===== src/rtl/timer_display_pkg.sv =====
// Shared 7-seg constants and BCD helper for the timer display.
// Segment codes are {g,f,e,d,c,b,a}, active-low.
package timer_display_pkg;

  localparam logic [6:0] SEG_0     = 7'h40;
  localparam logic [6:0] SEG_1     = 7'h79;
  localparam logic [6:0] SEG_2     = 7'h24;
  localparam logic [6:0] SEG_3     = 7'h30;
  localparam logic [6:0] SEG_4     = 7'h19;
  localparam logic [6:0] SEG_5     = 7'h12;
  localparam logic [6:0] SEG_6     = 7'h02;
  localparam logic [6:0] SEG_7     = 7'h78;
  localparam logic [6:0] SEG_8     = 7'h00;
  localparam logic [6:0] SEG_9     = 7'h10;
  localparam logic [6:0] SEG_BLANK = 7'h7F;

  localparam logic [3:0] AN_OFF  = 4'hF;
  localparam logic [5:0] MAX_VAL = 6'd59;

  // {tens, ones} of a field clamped to MAX_VAL
  function automatic logic [7:0] to_bcd(input logic [5:0] v);
    logic [5:0] c;
    c = (v > MAX_VAL) ? MAX_VAL : v;
    return {4'(c / 6'd10), 4'(c % 6'd10)};
  endfunction

endpackage


===== src/rtl/timer_display_seg7_decode.sv =====
// BCD digit to active-low 7-segment pattern.
// Codes 10..15 render blank.
module seg7_decode
  import timer_display_pkg::*;
(
  input  logic [3:0] bcd_i,
  output logic [6:0] seg_o
);

  always_comb begin
    seg_o = SEG_BLANK;
    case (bcd_i)
      4'd0:    seg_o = SEG_0;
      4'd1:    seg_o = SEG_1;
      4'd2:    seg_o = SEG_2;
      4'd3:    seg_o = SEG_3;
      4'd4:    seg_o = SEG_4;
      4'd5:    seg_o = SEG_5;
      4'd6:    seg_o = SEG_6;
      4'd7:    seg_o = SEG_7;
      4'd8:    seg_o = SEG_8;
      4'd9:    seg_o = SEG_9;
      default: seg_o = SEG_BLANK;
    endcase
  end

endmodule


===== src/rtl/timer_display.sv =====
// 4-digit multiplexed display of the countdown timer value.
// Captures the slow-domain time, scans digits, blinks on expiry.
module timer_display
  import timer_display_pkg::*;
#(
  parameter int CLK_HZ     = 100_000_000,
  parameter int REFRESH_HZ = 1000,
  parameter int BLINK_HZ   = 2
) (
  input  logic       clk_i,
  input  logic       reset_i,
  input  logic [5:0] sec_i,
  input  logic [5:0] min_i,
  input  logic [5:0] hour_i,
  output logic [3:0] an_o,
  output logic [6:0] seg_o,
  output logic       dp_o,
  output logic       expired_o
);

  localparam int DIV  = CLK_HZ / REFRESH_HZ;
  localparam int HALF = CLK_HZ / (2 * BLINK_HZ);
  localparam int CW   = (DIV > 1) ? $clog2(DIV) : 1;
  localparam int BW   = (HALF > 1) ? $clog2(HALF) : 1;

  localparam logic [CW-1:0] CNT_LAST = CW'(DIV - 1);
  localparam logic [BW-1:0] BLK_LAST = BW'(HALF - 1);

  logic [17:0]   in_w;
  logic [17:0]   s1;
  logic [17:0]   cap;
  logic          s1_ok;
  logic          valid;
  logic          shown_ok;
  logic [CW-1:0] cnt;
  logic [1:0]    idx;
  logic [3:0]    cur;
  logic [BW-1:0] bcnt;
  logic          phase;
  logic          exp_d;
  logic          lit;
  logic [7:0]    hb, mb, sb;
  logic [15:0]   digits;
  logic [3:0]    sel;
  logic [6:0]    seg_d;

  assign in_w = {hour_i, min_i, sec_i};

  // a value is taken only after it is seen on two consecutive edges
  always_ff @(posedge clk_i or posedge reset_i) begin
    if (reset_i) begin
      s1    <= '0;
      s1_ok <= 1'b0;
      cap   <= '0;
      valid <= 1'b0;
    end else begin
      s1    <= in_w;
      s1_ok <= 1'b1;
      if (s1_ok && in_w == s1) begin
        cap   <= s1;
        valid <= 1'b1;
      end
    end
  end

  always_comb begin
    hb     = to_bcd(cap[17:12]);
    mb     = to_bcd(cap[11:6]);
    sb     = to_bcd(cap[5:0]);
    digits = (cap[17:12] != 6'd0) ? {hb, mb} : {mb, sb};
    sel    = digits[3:0];
    unique case (idx)
      2'd0: sel = digits[3:0];
      2'd1: sel = digits[7:4];
      2'd2: sel = digits[11:8];
      2'd3: sel = digits[15:12];
    endcase
  end

  assign exp_d = valid && (cap == 18'd0);

  // digit latched at slot start; also tracked until first display
  always_ff @(posedge clk_i or posedge reset_i) begin
    if (reset_i) begin
      cnt      <= '0;
      idx      <= 2'd0;
      cur      <= 4'd0;
      shown_ok <= 1'b0;
    end else begin
      shown_ok <= valid;
      if (cnt == '0 || !shown_ok)
        cur <= sel;
      if (cnt == CNT_LAST) begin
        cnt <= '0;
        idx <= idx + 2'd1;
      end else begin
        cnt <= cnt + CW'(1);
      end
    end
  end

  always_ff @(posedge clk_i or posedge reset_i) begin
    if (reset_i) begin
      expired_o <= 1'b0;
      bcnt      <= '0;
      phase     <= 1'b0;
    end else begin
      expired_o <= exp_d;
      if (exp_d && !expired_o) begin
        bcnt  <= '0;
        phase <= 1'b1;
      end else if (expired_o) begin
        if (bcnt == BLK_LAST) begin
          bcnt  <= '0;
          phase <= ~phase;
        end else begin
          bcnt <= bcnt + BW'(1);
        end
      end
    end
  end

  seg7_decode u_dec (
    .bcd_i (cur),
    .seg_o (seg_d)
  );

  assign lit = shown_ok && (cnt != '0) && !(expired_o && !phase);

  always_ff @(posedge clk_i or posedge reset_i) begin
    if (reset_i) begin
      an_o  <= AN_OFF;
      seg_o <= SEG_BLANK;
      dp_o  <= 1'b1;
    end else begin
      an_o  <= lit ? ~(4'b0001 << idx) : AN_OFF;
      seg_o <= lit ? seg_d : SEG_BLANK;
      dp_o  <= !(lit && idx == 2'd2);
    end
  end

endmodule


===== config.mk =====
export PLATFORM = sky130hd
export DESIGN_NAME = timer_display
export DESIGN_NICKNAME = d
export VERILOG_FILES = /design/src/rtl/timer_display_pkg.sv /design/src/rtl/timer_display_seg7_decode.sv /design/src/rtl/timer_display.sv
export SDC_FILE = /design/constraint.sdc
export NUM_CORES = 1
export LEC_CHECK = 0
export CORE_ASPECT_RATIO = 1.25
export CORE_UTILIZATION = 60
export CTS_BUF_LIST = sky130_fd_sc_hd__clkbuf_16
export CTS_CLUSTER_SIZE = 8
export DETAILED_ROUTE_END_ITERATION = 8
export PLACE_DENSITY = 0.8
export SETUP_SLACK_MARGIN = 0.5
export SKIP_CTS_REPAIR_TIMING = 1
export SYNTH_ARGS = -nofsm -noshare
export SYNTH_HDL_FRONTEND = slang
export SYNTH_HIERARCHICAL = 1
export SYNTH_SLANG_ARGS = --single-unit

===== constraint.sdc =====
create_clock -name clk_i -period 4.2 [get_ports clk_i]
set_input_delay 0.84 -clock clk_i [delete_from_list [all_inputs] [get_ports clk_i]]
set_output_delay 0.84 -clock clk_i [all_outputs]
set_load 0.01 [all_outputs]

Yosys cells after proc, flatten, opt, wreduce, memory -nomap -nowiden
Memories as Yosys holds them, arrays and structs flattened.
Index checks and enable logic that the tools add are counted.

operators by class
  add/subtract/negate cells = 3
  div/mod/pow operators = 6
  $lt $le $gt $ge = 3
  eq/ne operators = 6
  shift-type cells = 1
  multiplexer cells = 14
  bitwise gates (word level) = 2
  reductions and logical operators = 21

operator list
  kind                     count
  $mux W25                 3
  $add A25 B1 Y25 const B  1
  $eq A25 B25 Y1 const B   1
  $div A6 B4 Y6 const B    3
  $eq A18 B18 Y1           1
  $gt A6 B6 Y1 const B     3
  $logic_not A18 Y1        1
  $mod A6 B4 Y6 const B    3
  $mux W6                  3
  $add A17 B1 Y17 const B  1
  $eq A17 B17 Y1 const B   1
  $logic_not A17 Y1        1
  $mux W17                 1
  $reduce_bool A17 Y1      1
  $mux W16                 1
  $pmux W4 S4              1
  $logic_and A1 B1 Y1      7
  $mux W7                  1
  $reduce_bool A6 Y1       1
  $logic_not A1 Y1         5
  $eq A2 B2 Y1 const B     2
  $mux W4                  1
  $not A4 Y4               1
  $reduce_bool A2 Y1       2
  8 further kinds          10

word-level totals
  bits in registers = 101
  bits in read-only memories = 112
  input bits = 20
  output and inout bits = 13
  logic and storage cells = 71
  memories = 1

memory list
  memory           depth  bits a word  rd ports  clocked after Yosys merged registers in  write ports  line                             RTL
  (no name shown)  16     7            1         0                                        0            timer_display_seg7_decode.sv:12  case (bcd_i)

Longest topological paths before layout
Gate-level depths: netlist of the first run.

  word-level depth = 6
  gate-level depth with buffers = 14
  depth with buffers taken out = 12

Cells and area by module
The synthesis of the first run kept the hierarchy.

by module, submodules not included
  module         times used  cells an instance  area an instance (um^2)  sequential area each (um^2)
  timer_display  1           613                5763.0                   2516.2
  seg7_decode    1           33                 210.2                    0.0

Least setup slack after synthesis of the first run
Ideal clock, no wire load.

  path type = register to register
  from = reg cap[4]
  to = reg cur[2]
  setup time = 0.065 ns
  arrival time = 2.990 ns
  data required time = 4.135 ns
  setup slack = 1.144 ns
  stages on the path, launching flop included = 13
  buffers on the path = 2
  period minus slack after synthesis = 3.056 ns
  path through = dfrtp_1 -> clkbuf_1 -> clkbuf_1 -> inv_1 -> ha_1 -> a211oi_1 -> o31a_1 -> a311oi_1 -> ha_1 -> nor2_1 -> a221oi_1 -> a2111oi_0 -> o22a_1

between the ends
  cells in the longest elaborated chain, start to end = 5
  elaborated cells between the ends (all ways) = 6
  classes of those cells = div (2); order compare (1); mux (3)

RTL lines
  element                                         line                     RTL
  start: declaration                              timer_display.sv:31      logic [17:0] cap;
  start signal: assignment                        timer_display.sv:54      cap <= '0;
  start signal: assignment                        timer_display.sv:60      cap <= s1;
  $gt A6 B6 Y1                                    timer_display_pkg.sv:23  c = (v > MAX_VAL) ? MAX_VAL : v;
  $mux W6 *                                       timer_display_pkg.sv:23
  $div A6 B4 Y6 or $mod A6 B4 Y6 (tied branches)  timer_display_pkg.sv:24  return {4'(c / 6'd10), 4'(c % 6'd10)};
  $mux W16 *                                      timer_display.sv:70      digits = (cap[17:12] != 6'd0) ? {hb, mb} : {mb, sb};
  $pmux W4 S4 *                                   timer_display.sv:72      unique case (idx)
  end signal: assignment                          timer_display.sv:92      cur <= sel;
  end: declaration                                timer_display.sv:37      logic [3:0] cur;

Mark *: on every way between the ends. The rest lies on a longest branch, timed or not.
A chain may end at the register's enable or synchronous reset.

Worst setup path after layout of the first run
Ends and elaborated chain as after synthesis.

==> flow_metrics.py, run 1 <==
metrics = {
    "timing": {
        "tns_ns": 0,
        "finalMaxSlewViolations": 0,
        "hold_viol_final": 0,
        "post-route-period-util": 0.783,
        "skew_ns": 0.00897,
        "period_needed_ns": 3.29,
        "max_freq_ghz": 0.304,
        "worst_pin_slew_ns": 1.03,
        "setup_viol": 0,
        "rsz0062_at_grt": "false",
        "setup_slack_ns": 0.912,
        "relSlewSlack": 0.306,
    },
    "clock_network": {
        "clk_pin_slew_worst_paths_ns": 0.07,
        "insertion_delay_ns": 0.35,
        "cts_tree": "yes",
        "clockRootBuffer": "clkbuf_16",
        "cts_max_path_buffers": 2,
        "cts.sinks": 100,
        "h-tree-depth": 3,
        "numCtsBuffers": 9,
    },
    "power": {
        "power_uw": 1860,
        "ir_worst_vdd_v": 0.000247,
        "powerDensity_nw_per_um2": 281,
        "p_leak_uw": 0.00274,
    },
    "die": {
        "die-area_um2": 10400,
        "io_pins": 33,
        "row_count": 40,
        "core_um2": 9660,
        "die_w_um": 91.2,
        "die_y_um": 114,
        "initial_utilization": 0.618,
    },
    "logic_synthesis": {
        "ys_seq_elements": 100,
        "synth_enable_flop_cells": 0,
        "ys.flop_type": "dfrtp_1",
        "yosys-top-cells-area": "dfrtp_1 37%, dfstp_2 4.8%, ha_1 4.0%, o21ai_0 3.7%, nand2b_1 3.5%",
        "synth_top_area_cell": "dfrtp_1",
        "ys_types": 72,
        "syn_area_per_cell_um2": 9.25,
        "yosys-top-cells-count": "89 x dfrtp_1, 52 x nand2_1, 44 x o21ai_0, 35 x nor2_1, 33 x nand2b_1",
        "ys_seq_area_frac": 0.421,
        "yosys.cell_count.top_type": "dfrtp_1",
        "synthArstFlopShare": 1.00,
        "syn-cell-area_um2": 5970,
        "synth_top_area_frac": 0.373,
        "yosysWarningCount": 6,
        "syn_nets": 685,
        "syn_inst": 646,
    },
    "finish": {
        "final_cells": 791,
        "drive_above_1_share": 0.0947,
        "final_core_util": 0.686,
        "n_antenna_cell": 0,
        "final_nets": 699,
        "syn2layout_area_growth_pct": 10.9,
    },
    "status": {
        "status": "completed",
    },
    "global_route": {
        "gr-usage-all-layers": 0.255,
        "grt_pass1_wl_um": 21200,
        "overflow": 0,
        "grt_max_degree": 76,
        "antenna_found_initial": 0,
        "grt_pass1_vias": 4677,
    },
    "place": {
        "place_inst": 775,
        "dp_hpwl_um": 8950,
        "preCtsSetupSlack_ns": 0.987,
        "port_buffers": 32,
        "globalplace.congestion": 0.899,
    },
    "setup_path": {
        "cp.required_ns": 4.49,
        "start_kind": "register",
        "endpoint_kind": "register",
        "cp_max_fo": 20,
        "path_class": "register to register",
        "crit_arrival_ns": 3.58,
    },
    "min_path": {
        "hold_class": "register to register",
    },
    "route": {
        "dr_total_vias": 4896,
        "finalWirelength_um": 12700,
        "drtIter0Drc": 371,
        "wl_per_cell_um": 16.1,
        "drtPass1Iterations": 5,
        "drc": 0,
        "ant_nets": 0,
        "routed_via_density": 6.19,
    },
    "run": {
        "maxCapViolCount": 0,
    },
}
## placed cells by master (no fill, tap or decap), types with 4 or more instances in the layout
| cell type | n |
|---|---|
| clkbuf_16 | 10 |
| a21oi_1 | 29 |
| nand3_1 | 26 |
| buf_4 | 8 |
| a31oi_1 | 9 |
| or3_1 | 5 |
| and2_1 | 4 |
| and4_1 | 4 |
| o31ai_1 | 5 |
| nand4_1 | 15 |
| nor3b_1 | 5 |
| xor2_1 | 17 |
| nor3_1 | 14 |
| a211o_1 | 7 |
| o211ai_1 | 8 |
| mux2i_1 | 5 |
| mux2_2 | 18 |
| o21ai_0 | 44 |
| nand4b_1 | 4 |
| nor4_1 | 9 |
| dfrtp_1 | 89 |
| nor2b_1 | 9 |
| a2111oi_0 | 4 |
| o21ai_1 | 15 |
| nor2_1 | 35 |
| dfstp_2 | 11 |
| a41oi_1 | 4 |
| clkdlybuf4s50_1 | 32 |
| nand3b_1 | 5 |
| xnor2_1 | 17 |
| and3_1 | 6 |
| nand2_1 | 52 |
| inv_1 | 27 |
| nand2b_1 | 33 |
| ha_1 | 19 |
| a211oi_1 | 7 |
## area by class of cell
cell class,count,area [um^2]
Inverter,28,108
Sequential cell,100,2520
Timing Repair Buffer,40,380
Multi-Input combinational cell,481,3160
Clock inverter,6,50.0
Fill cell,746,3030
Tap cell,126,158
Clock buffer,10,250
## where the power goes
group	internal (uW)	switching (uW)
Clock	448	376
Combinational	27.5	32.1
Sequential	973	7.53
Total	1450	415
## registers in the layout, summed over array words and instances (netlist names)
register	count
bcnt	25
cap	18
s1	18
cnt	17
seg_o	7
cur	4
an_o	3
idx	2
dp_o	1
expired_o	1
phase	1
s1_ok	1
shown_ok	1
valid	1
## cells by family (layout without fill, tap and decap cells)
kind of cell	after synthesis	count (layout)	share of synthesized area
other cells	1	1	0.000628
fa+ha+maj	21	21	0.0432
buf+inv	65	84	0.0490
compound gates	161	161	0.171
flops	100	100	0.421
xor+xnor	34	34	0.0499
mux	23	23	0.0423
simple gates	241	241	0.223
## final timing paths
path,start,endpoint,slack (ns),cells past startpoint
max,cap[4]$_DFFE_PP0P_,cur[2]$_DFFE_PP0P_,0.91,10
min,valid$_DFFE_PP0P_,shown_ok$_DFF_PP0_,0.45,0
max reg2reg,cap[4]$_DFFE_PP0P_,cur[2]$_DFFE_PP0P_,0.91,10
min reg2reg,valid$_DFFE_PP0P_,shown_ok$_DFF_PP0_,0.45,0
max in group asynchronous,reset_i,bcnt[7]$_DFFE_PP0P_,2.40,3
min in group asynchronous,reset_i,bcnt[14]$_DFFE_PP0P_,1.03,2
## metrics by stage
stage | hold slack (ns) | area, um^2
after floorplan | 0.358 | 5970
after global placement | 0.410 | 6330
after detailed placement | 0.425 | 6330
after CTS | 0.458 | 6630
after global routing | 0.463 | 6630
final | 0.452 | 6630
## routing by layer
layer  share of wire  vias to the layer above  global-route usage  routed length (um)
met2            0.53                      136               0.471                6770
met1            0.41                     2366               0.299                5280
met3           0.036                       21              0.0433                 453
li1                -                     2373                   -                   -
met4           0.018                        0              0.0857                 228
met5               0                        -                   0                   0
## worst max-delay path, cell delays in order (launching register included)
cell,delay (ns)
dfrtp_1,0.65
inv_1,0.09
ha_1,0.36
a211oi_1,0.09
o31a_1,0.31
a311oi_1,0.56
ha_1,0.38
nor2_1,0.11
a221oi_1,0.11
a2111oi_0,0.38
o22a_1,0.18
Note: power is estimated with default switching activity, not from simulation.
==> run 2: changes to the inputs <==
==> constraint.sdc (replaced) <==
create_clock -name clk_i -period 3.4 [get_ports clk_i]
set_input_delay 0.68 -clock clk_i [delete_from_list [all_inputs] [get_ports clk_i]]
set_output_delay 0.68 -clock clk_i [all_outputs]
set_load 0.01 [all_outputs]
==> run 2 against run 1 <==
Net effect: sequential power up 23%; global-route usage down 0.30 points; core utilization up 0.88 points; critical path type unchanged; wire length down 1.6%; count of clock-buffer cells in the layout down 1; critical endpoint unchanged; largest cell class unchanged; design area up 1.3%; first-iteration DRC count up 6.5%.
==> flow_metrics.py, run 2 (same netlist as run 1, synthesis figures left out) <==
metrics = {
    "status": {
        "status": "completed",
    },
    "timing": {
        "tns_ns": 0,
        "holdWs_ns": 0.413,
        "post-route-period-util": 0.798,
        "worst_pin_slew_ns": 1.01,
        "rsz0062_at_grt": "false",
        "max_freq_ghz": 0.369,
        "relSlewSlack": 0.324,
        "period_needed_ns": 2.71,
        "setup_viol": 0,
        "finalMaxSlewViolations": 0,
        "skew_ns": 0.00972,
        "hold_viol_final": 0,
    },
    "route": {
        "drc": 0,
        "routed_via_density": 6.10,
        "wl_per_cell_um": 15.6,
        "ant_nets": 0,
        "finalWirelength_um": 12500,
        "dr_total_vias": 4886,
        "drtPass1Iterations": 5,
        "drtIter0Drc": 395,
    },
    "die": {
        "core_um2": 9660,
        "die_w_um": 91.2,
        "die-area_um2": 10400,
        "io_pins": 33,
        "initial_utilization": 0.618,
        "row_count": 40,
        "die_y_um": 114,
    },
    "setup_path": {
        "endpoint_kind": "register",
        "path_class": "register to register",
        "cp.required_ns": 3.69,
        "crit_arrival_ns": 3.00,
        "cp_max_fo": 8,
        "start_kind": "register",
    },
    "clock_network": {
        "cts_tree": "yes",
        "cts_max_path_buffers": 2,
        "insertion_delay_ns": 0.34,
        "h-tree-depth": 3,
        "cts.sinks": 100,
        "numCtsBuffers": 9,
        "clk_pin_slew_worst_paths_ns": 0.07,
        "clockRootBuffer": "clkbuf_16",
    },
    "place": {
        "port_buffers": 32,
        "globalplace.congestion": 0.907,
        "dp_hpwl_um": 8950,
    },
    "finish": {
        "layout_commonest_cell": "dfrtp_1",
        "top_regs": "bcnt x25, cap x18, s1 x18",
        "largest_reg_flops": 25,
        "final_nets": 709,
        "drive_above_1_share": 0.116,
        "regMostFlops": "bcnt",
        "layout_common_cells": "87 x dfrtp_1, 52 x nand2_1, 44 x o21ai_0",
        "syn2layout_area_growth_pct": 12.4,
        "n_antenna_cell": 0,
    },
    "power": {
        "p_leak_uw": 0.00279,
        "clockPowerShare": 0.426,
        "p_sw_uw": 500,
        "powerDensity_nw_per_um2": 333,
        "ir_worst_vdd_v": 0.000317,
        "p_int_uw": 1740,
        "comb_power_share": 0.033,
        "swShare": 0.224,
        "p_seq_frac": 0.541,
    },
    "min_path": {
        "hold_class": "register to register",
    },
    "global_route": {
        "grt_pass1_vias": 4783,
        "antenna_found_initial": 0,
        "grt_max_degree": 56,
        "grt_pass1_wl_um": 21200,
        "overflow": 0,
        "gr-usage-all-layers": 0.252,
    },
    "run": {
        "maxCapViolCount": 0,
    },
}
[run 2: cell types whose count changed in the layout (fill, tap and decap cells not counted), moves of 2 or more]
cell | before | now
buf_4 | 8 | 17
clkinv_2 | 0 | 2
dfrtp_1 | 89 | 87
dfrtp_2 | 0 | 2
[run 2: cell type report]
type	count	area, um^2
tap	126	158
fill	729	2950
clock buffer	9	225
clock inverter	7	46.3
inverter	28	109
timing repair buffer	50	459
multi-input combinational	481	3200
sequential	100	2520
[run 2: final timing paths]
path	from	end	slack, ns	depth (start not counted)
worst min-delay path	valid$_DFFE_PP0P_	shown_ok$_DFF_PP0_	0.41	0
worst min register to register	valid$_DFFE_PP0P_	shown_ok$_DFF_PP0_	0.41	0
max in group asynchronous	reset_i	bcnt[13]$_DFFE_PP0P_	2.03	3
worst max register to register	cap[3]$_DFFE_PP0P_	cur[2]$_DFFE_PP0P_	0.69	10
worst max-delay path	cap[3]$_DFFE_PP0P_	cur[2]$_DFFE_PP0P_	0.69	10
min in group asynchronous	reset_i	cap[13]$_DFFE_PP0P_	0.85	3
[run 2: per-stage QoR]
step / worst slack, ns / total power (uW) / cells / util / area [um^2]
2_1_floorplan: 0.546 / 1270 / 646 / - / 5980
3_3_place_gp: 0.578 / 1310 / 781 / 0.660 / 6380
3_5_place_dp: 0.402 / 1310 / 781 / 0.660 / 6380
4_1_cts: 0.391 / 2260 / 797 / 0.688 / 6650
5_1_grt: 0.529 / 2310 / 801 / 0.695 / 6710
6_report: 0.688 / 2240 / 801 / 0.695 / 6710
[run 2: metal layers]
layer,part of all wire,vias to the layer above,global-route usage
li1,-,2389,-
met1,0.42,2368,0.288
met2,0.53,96,0.463
met3,0.028,33,0.0453
met4,0.021,0,0.103
met5,0,-,0
[run 2: power groups by stage]
| stage | clock network, uW | logic, uW | registers (uW) |
|---|---|---|---|
| finish | 953 | 73.1 | 1210 |
| global route | 1010 | 83.0 | 1210 |
| CTS | 971 | 76.1 | 1210 |
| detailed placement | 0 | 75.9 | 1230 |
| global placement | 0 | 73.8 | 1230 |
| floorplan | 0 | 36.7 | 1230 |
[run 2: worst max-delay path, stage by stage, from the launching register on]
cell and delay (ns):
dfrtp_2 0.40, inv_1 0.08, ha_1 0.28, and3_1 0.21, o31a_1 0.31, a311oi_4 0.30, ha_1 0.31, nor2_1 0.11
a221oi_1 0.12, a2111oi_1 0.38, o22a_1 0.17
